--- src/rtl/spi_master_apb_pkg.sv ---
// Register map, CTRL/STATUS field positions and FSM state encoding for the APB SPI master.
// Pure definitions: no logic and no added latency.
// Shared by the register block and the frame controller, so they decode one common map.
package spi_master_apb_pkg;

    localparam logic [7:0] ADDR_CTRL   = 8'h00;
    localparam logic [7:0] ADDR_STATUS = 8'h04;
    localparam logic [7:0] ADDR_TXDATA = 8'h08;
    localparam logic [7:0] ADDR_RXDATA = 8'h0C;
    localparam logic [7:0] ADDR_CLKDIV = 8'h10;

    localparam int CTRL_START   = 0;
    localparam int CTRL_INT_EN  = 1;
    localparam int CTRL_LEN_LSB = 8;
    localparam int CTRL_LEN_MSB = 12;
    localparam int STAT_BUSY    = 0;
    localparam int STAT_DONE    = 1;

    typedef enum logic [2:0] {
        ST_IDLE   = 3'd0,
        ST_SETUP  = 3'd1,
        ST_SCK_HI = 3'd2,
        ST_SCK_LO = 3'd3,
        ST_HOLD   = 3'd4
    } spi_state_t;

endpackage

--- src/rtl/spi_master_apb_reg.sv ---
// APB register file: CTRL/STATUS/TXDATA/RXDATA/CLKDIV decode, START qualification and interrupt.
// Writes land on the psel&penable&pwrite edge; reads are combinational.
// No wait states; a START that arrives while a frame is running is dropped.
module spi_master_apb_reg
    import spi_master_apb_pkg::*;
#(
    parameter logic [7:0] CLKDIV_RST = 8'd3
) (
    input  logic        clk,
    input  logic        rst,
    input  logic [7:0]  paddr,
    input  logic        psel,
    input  logic        penable,
    input  logic        pwrite,
    input  logic [31:0] pwdata,
    output logic [31:0] prdata,
    input  logic        busy,
    input  logic        done_set,
    input  logic [31:0] rx_data,
    output logic        start,
    output logic [4:0]  start_len,
    output logic [7:0]  clkdiv,
    output logic [31:0] txdata,
    output logic        irq
);

    logic        wr, wr_ctrl, wr_stat, wr_tx, wr_div;
    logic        int_en, done;
    logic [4:0]  len_q;
    logic [31:0] rxdata;

    assign wr      = psel & penable & pwrite;
    assign wr_ctrl = wr && (paddr == ADDR_CTRL);
    assign wr_stat = wr && (paddr == ADDR_STATUS);
    assign wr_tx   = wr && (paddr == ADDR_TXDATA);
    assign wr_div  = wr && (paddr == ADDR_CLKDIV);

    // LEN written together with START is the one the frame uses.
    assign start     = wr_ctrl && pwdata[CTRL_START] && !busy;
    assign start_len = pwdata[CTRL_LEN_MSB:CTRL_LEN_LSB];
    assign irq       = done & int_en;

    always_ff @(posedge clk) begin
        if (rst) begin
            int_en <= 1'b0;
            len_q  <= '0;
            done   <= 1'b0;
            txdata <= '0;
            rxdata <= '0;
            clkdiv <= CLKDIV_RST;
        end else begin
            if (wr_ctrl) begin
                int_en <= pwdata[CTRL_INT_EN];
                len_q  <= pwdata[CTRL_LEN_MSB:CTRL_LEN_LSB];
            end
            if (wr_tx)
                txdata <= pwdata;
            if (wr_div)
                clkdiv <= pwdata[7:0];
            // Completion beats a simultaneous W1C.
            if (done_set) begin
                done   <= 1'b1;
                rxdata <= rx_data;
            end else if (start || (wr_stat && pwdata[STAT_DONE])) begin
                done <= 1'b0;
            end
        end
    end

    always_comb begin
        prdata = '0;
        if (psel && !pwrite) begin
            case (paddr)
                ADDR_CTRL:   prdata = {19'b0, len_q, 6'b0, int_en, 1'b0};
                ADDR_STATUS: prdata = {30'b0, done, busy};
                ADDR_TXDATA: prdata = txdata;
                ADDR_RXDATA: prdata = rxdata;
                ADDR_CLKDIV: prdata = {24'b0, clkdiv};
                default:     prdata = '0;
            endcase
        end
    end

endmodule

--- src/rtl/spi_master_ctrl.sv ---
// SPI mode-0 frame engine: FSM, half-period counter, bit counter, TX/RX shift registers.
// csb drops the edge after START; frame is H*(2*(LEN+1)+1) cycles with H = CLKDIV+1.
// Ignores start while busy; reports completion with a one-cycle done_set.
module spi_master_ctrl
    import spi_master_apb_pkg::*;
#(
    parameter  int MAX_LEN = 32,
    localparam int LW      = $clog2(MAX_LEN)
) (
    input  logic               clk,
    input  logic               rst,
    input  logic               start,
    input  logic [LW-1:0]      len,
    input  logic [7:0]         clkdiv,
    input  logic [MAX_LEN-1:0] txdata,
    input  logic               sdi,
    output logic               busy,
    output logic               done_set,
    output logic [MAX_LEN-1:0] rx_data,
    output logic               csb,
    output logic               sclk,
    output logic               sdo
);

    spi_state_t         state, next_state;
    logic [7:0]         div_q, cnt;
    logic [LW-1:0]      bit_cnt;
    logic [MAX_LEN-1:0] tx_sh, rx_sh;
    logic               tick;

    assign tick     = (cnt == div_q);
    assign busy     = (state != ST_IDLE);
    assign done_set = (state == ST_HOLD) && tick;
    assign rx_data  = rx_sh;

    always_ff @(posedge clk) begin
        if (rst)
            state <= ST_IDLE;
        else
            state <= next_state;
    end

    always_comb begin
        next_state = state;
        case (state)
            ST_IDLE:   if (start) next_state = ST_SETUP;
            ST_SETUP:  if (tick)  next_state = ST_SCK_HI;
            // After the last high phase the final low phase is the HOLD.
            ST_SCK_HI: if (tick)  next_state = (bit_cnt != '0) ? ST_SCK_LO : ST_HOLD;
            ST_SCK_LO: if (tick)  next_state = ST_SCK_HI;
            ST_HOLD:   if (tick)  next_state = ST_IDLE;
            default:              next_state = ST_IDLE;
        endcase
    end

    always_ff @(posedge clk) begin
        if (rst) begin
            cnt     <= '0;
            div_q   <= '0;
            bit_cnt <= '0;
            tx_sh   <= '0;
            rx_sh   <= '0;
            csb     <= 1'b1;
            sclk    <= 1'b0;
            sdo     <= 1'b0;
        end else begin
            csb  <= (next_state == ST_IDLE);
            sclk <= (next_state == ST_SCK_HI);
            cnt  <= (state == ST_IDLE || tick) ? 8'd0 : cnt + 8'd1;
            if (state == ST_IDLE && start) begin
                // Left-align the frame so the next bit out is always the MSB.
                div_q   <= clkdiv;
                bit_cnt <= len;
                tx_sh   <= txdata << (LW'(MAX_LEN - 1) - len);
                sdo     <= txdata[len];
                rx_sh   <= '0;
            end else if (tick) begin
                if (next_state == ST_SCK_HI)
                    rx_sh <= {rx_sh[MAX_LEN-2:0], sdi};
                if (next_state == ST_SCK_LO) begin
                    tx_sh   <= tx_sh << 1;
                    sdo     <= tx_sh[MAX_LEN-2];
                    bit_cnt <= bit_cnt - LW'(1);
                end
                if (next_state == ST_IDLE)
                    sdo <= 1'b0;
            end
        end
    end

endmodule

--- src/rtl/spi_master_apb.sv ---
// APB-programmable SPI master (mode 0, MSB first, 1..32-bit frames) with a level interrupt.
// Register writes take one edge; csb falls on the edge that accepts START.
// APB never stalls; START during a running frame is ignored.
module spi_master_apb
    import spi_master_apb_pkg::*;
#(
    parameter logic [7:0] CLKDIV_RST = 8'd3,
    parameter int         MAX_LEN    = 32
) (
    input  logic        sys_clk,
    input  logic        rst,
    input  logic [31:0] apb_spi_paddr,
    input  logic        apb_spi_psel,
    input  logic        apb_spi_penable,
    input  logic        apb_spi_pwrite,
    input  logic [31:0] apb_spi_pwdata,
    output logic [31:0] spi_apb_prdata,
    output logic        csb,
    output logic        sclk,
    output logic        sdo,
    input  logic        sdi,
    output logic        spi_vic_int
);

    localparam int LW = $clog2(MAX_LEN);

    logic               busy, done_set, start;
    logic [4:0]         start_len;
    logic [7:0]         clkdiv;
    logic [31:0]        txdata;
    logic [MAX_LEN-1:0] rx_data;
    logic               unused_paddr;

    assign unused_paddr = ^apb_spi_paddr[31:8];

    spi_master_apb_reg #(
        .CLKDIV_RST (CLKDIV_RST)
    ) u_reg (
        .clk       (sys_clk),
        .rst       (rst),
        .paddr     (apb_spi_paddr[7:0]),
        .psel      (apb_spi_psel),
        .penable   (apb_spi_penable),
        .pwrite    (apb_spi_pwrite),
        .pwdata    (apb_spi_pwdata),
        .prdata    (spi_apb_prdata),
        .busy      (busy),
        .done_set  (done_set),
        .rx_data   (32'(rx_data)),
        .start     (start),
        .start_len (start_len),
        .clkdiv    (clkdiv),
        .txdata    (txdata),
        .irq       (spi_vic_int)
    );

    spi_master_ctrl #(
        .MAX_LEN (MAX_LEN)
    ) u_ctrl (
        .clk      (sys_clk),
        .rst      (rst),
        .start    (start),
        .len      (start_len[LW-1:0]),
        .clkdiv   (clkdiv),
        .txdata   (txdata[MAX_LEN-1:0]),
        .sdi      (sdi),
        .busy     (busy),
        .done_set (done_set),
        .rx_data  (rx_data),
        .csb      (csb),
        .sclk     (sclk),
        .sdo      (sdo)
    );

endmodule
--- config.mk ---
export PLATFORM = sky130hd
export DESIGN_NAME = spi_master_apb
export DESIGN_NICKNAME = d
export VERILOG_FILES = /design/src/rtl/spi_master_apb_pkg.sv /design/src/rtl/spi_master_apb_reg.sv /design/src/rtl/spi_master_ctrl.sv /design/src/rtl/spi_master_apb.sv
export SDC_FILE = /design/constraint.sdc
export NUM_CORES = 1
export LEC_CHECK = 0
export BUFFER_PORTS_ARGS = -buffer_cell sky130_fd_sc_hd__clkbuf_2
export CAP_MARGIN = 20
export CORE_ASPECT_RATIO = 0.7
export CORE_MARGIN = 1.5
export CORE_UTILIZATION = 50
export DETAILED_ROUTE_END_ITERATION = 8
export PLACE_DENSITY_LB_ADDON = 0.12
export SYNTH_ARGS = -nofsm -noshare
export SYNTH_HDL_FRONTEND = slang
export SYNTH_SLANG_ARGS = --single-unit
--- constraint.sdc ---
create_clock -name sys_clk -period 2.5 [get_ports sys_clk]
set_input_delay 0.375 -clock sys_clk [delete_from_list [all_inputs] [get_ports sys_clk]]
set_output_delay 0.375 -clock sys_clk [all_outputs]
set_load 0.05 [all_outputs]
==> impl_metrics.ini <==
[finish]
diodes = 0
syn2layout_area_growth_pct = 28.2
layout_common_cells = nand2_1 (263), dfxtp_1 (169), a21oi_1 (131)
layout-drive-gt1-share_pct = 24.3
fillCellCount = 1458
layout_commonest_cell = nand2_1
layout.nets = 1296
stdcell_count = 1467

[critical_path]
critPathKind = in -> out
worstPathArrival_ns = 2.22
cp_slowest_cell = or4_4
crit_chain = buf_6, or4_4, nor3_4, and3b_2, buf_12, clkbuf_16, a21oi_1, nor2_4, buf_12
slowest_delay_ns = 0.55
cp.required_ns = 2.12
end_kind = output pin
worstPathMaxFanout = 6
crit_top_cell = buf_12
startpoint_type = input pin

[route]
viasPerCell = 6.03
dr_total_vias = 8844
drc = 0
drt_first_pass_iters = 6
antenna_left = 0
routed_wl_um = 28700
avgRoutedWirePerCell_um = 19.6
drtIter0Drc = 1078

[logic_synthesis]
ys_types = 63
synthArstFlopShare_pct = 0
synth_area_per_cell_um2 = 7.98
syn_area_um2 = 8990
ys_seq_elements = 169
synth.yosys.seq_area_share_pct = 37.6
ys.flop_type = dfxtp_1
synth_nets = 1199
synth_enable_flop_cells = 0
yosys_warnings = 0
synthCells = 1126

[cts]
clockBufferDepth = 2
cts_root_buffer = clkbuf_16
cts_tree = done
htree_levels = 4
insertion_delay_ns = 0.45
cts.sinks = 169
cts_made_buffers = 17
clk_pin_slew_ns = 0.09

[placement]
port-buffer-count = 81
dpl.cell_count = 1429
place.gp.congestion = 0.930
place_ws_ns = -0.154
dpl.hpwl_um = 19700

[run_status]
status = finished with violations
violations = setup timing

[sta]
slew_headroom_pct = 51.4
slew_viol_final = 0
hold_viol = 0
rsz0062_at_grt = true
skew_ns = 0.0120
worst_slew_pin_slew_ns = 0.729
setup-violations-final = 23
fin_crit_ns = 2.59
fmax_mhz = 386
setup_ws_ns = -0.0920
fin_crit_sh_pct = 104

[grt]
grt-ovfl-total = 0
grt_max_degree = 57
antenna_found_initial = 0
grt_pass1_vias = 7867
track_usage_pct = 30.5
grt_first_pass_wirelength_um = 44100

[job]
max-cap-violations = 0

[floorplanning]
die_w_um = 163
die_h_um = 115
fp.coreArea_um2 = 17400
initial_utilization_pct = 51.8
ioPinCount = 106
row_count = 40
dieArea_um2 = 18800

[power_and_ir_drop]
leakagePower_nw = 4.18
power_density_nw_per_um2 = 506
peakVddDrop_mv = 0.355

[worst_hold_path]
min-delay-path-class = in -> reg
-- layout make-up --
class	count	area [um2]	area share, %
repair buffers	176	1730	15.1
clock inverters	15	221	1.92
well taps	231	289	2.51
multi-input cells	850	5430	47.2
flip-flops and latches	169	3380	29.4
inverters	9	33.8	0.293
clock buffers	17	425	3.69
-- sequential cells by signal, indices dropped and copies added, names as in the netlist, 3 cells and up --
register	count
u_ctrl.rx_data	32
u_reg.rxdata	32
u_reg.txdata	32
u_ctrl.tx_sh	31
u_ctrl.cnt	8
u_ctrl.div_q	8
u_reg.clkdiv	8
u_ctrl.bit_cnt	5
u_reg.len_q	5
u_ctrl.state	3
-- cells by family (layout without fill, tap and decap cells) --
family          count (synthesis)  after routing  synth area share (%)
simple gates                  460            460                  22.1
compound gates                281            281                  19.6
flops                         169            169                  37.6
buf+inv                       107            217                  5.25
mux                            88             88                  13.2
xor+xnor                       18             18                  1.75
fa+ha+maj                       3              3                 0.418
-- final timing paths --
path | from | to | slack, ns | cells past startpoint
worst max-delay path | apb_spi_paddr[5] | spi_apb_prdata[1] | -0.09 | 9
worst min-delay path | sdi | u_ctrl.rx_data[0] | 0.14 | 3
worst max register to register | u_ctrl.state[1] | u_ctrl.tx_sh[20] | 0.15 | 5
worst min register to register | u_reg.rxdata[13] | u_reg.rxdata[13] | 0.46 | 2
-- through the flow --
stage | TNS (ns) | util, % | hold slack (ns) | area [um2] | total power [W]
floorplan | -0.978 | - | 0.432 | 9260 | 0.00294
global placement | -2.97 | 61.4 | 0.441 | 10700 | 0.00308
detailed placement | -3.29 | 61.4 | 0.446 | 10700 | 0.00308
CTS | 0 | 65.4 | 0.127 | 11400 | 0.00585
global route | -2.18 | 66.3 | 0.151 | 11500 | 0.00598
finish | -0.679 | 66.3 | 0.137 | 11500 | 0.00583
-- critical path: cells and delay by family --
family	cells	cell delay (ns)
compound gates	1	0.14
buf+inv	4	0.51
simple gates	4	1.19
-- Yosys cell counts (all sizes together), types with 4 or more instances --
library cell / n / area share, %
a221oi: 6 / 0.58
clkbuf: 54 / 2.3
o21bai: 4 / 0.33
and3: 10 / 0.70
nor2: 97 / 4.2
xnor2: 4 / 0.39
a21oi: 131 / 7.3
o21a: 4 / 0.33
o22ai: 10 / 0.70
nor2b: 9 / 0.63
mux2: 14 / 1.8
nand2b: 8 / 0.56
and2: 4 / 0.28
a2111oi: 7 / 0.68
mux4: 23 / 5.8
a22oi: 24 / 2.0
or4: 4 / 0.33
o211ai: 9 / 0.75
inv: 8 / 0.33
nand2: 264 / 11
nand3: 28 / 1.6
nor4: 6 / 0.58
mux2i: 51 / 5.7
dfxtp: 169 / 38
o21ai: 35 / 1.9
xor2: 14 / 1.4
nor3: 14 / 0.78
a222oi: 11 / 1.2
a211oi: 19 / 1.7
buf: 44 / 2.6
-- layer usage --
layer / track usage [%] / part of all wire (%) / routed length (um) / vias to the layer above
met2: 44.0 / 43 / 12400 / 432
met1: 45.2 / 45 / 13000 / 4176
met5: 0 / 0 / 0 / -
met4: 9.17 / 1.7 / 501 / 0
met3: 6.85 / 9.6 / 2770 / 49
li1: - / - / - / 4187
-- power by group --
| group | internal, W | switching (W) | leakage [nW] |
|---|---|---|---|
| registers | 0.00269 | 0.000000594 | 1.36 |
| clock network | 0.00140 | 0.00140 | 0.310 |
| logic | 0.000129 | 0.000207 | 2.51 |
-- repair_timing --
| action | in CTS | in global routing |
|---|---|---|
| hold buffers | 0 | 0 |
| cloned | 0 | 3 |
| endpoints found under the setup margin | 26 | 32 |
| buffers inserted | 0 | 3 |
| gates resized for setup | 17 | 26 |
| pin swaps | 1 | 11 |
Note: power is estimated with default switching activity, not from simulation.
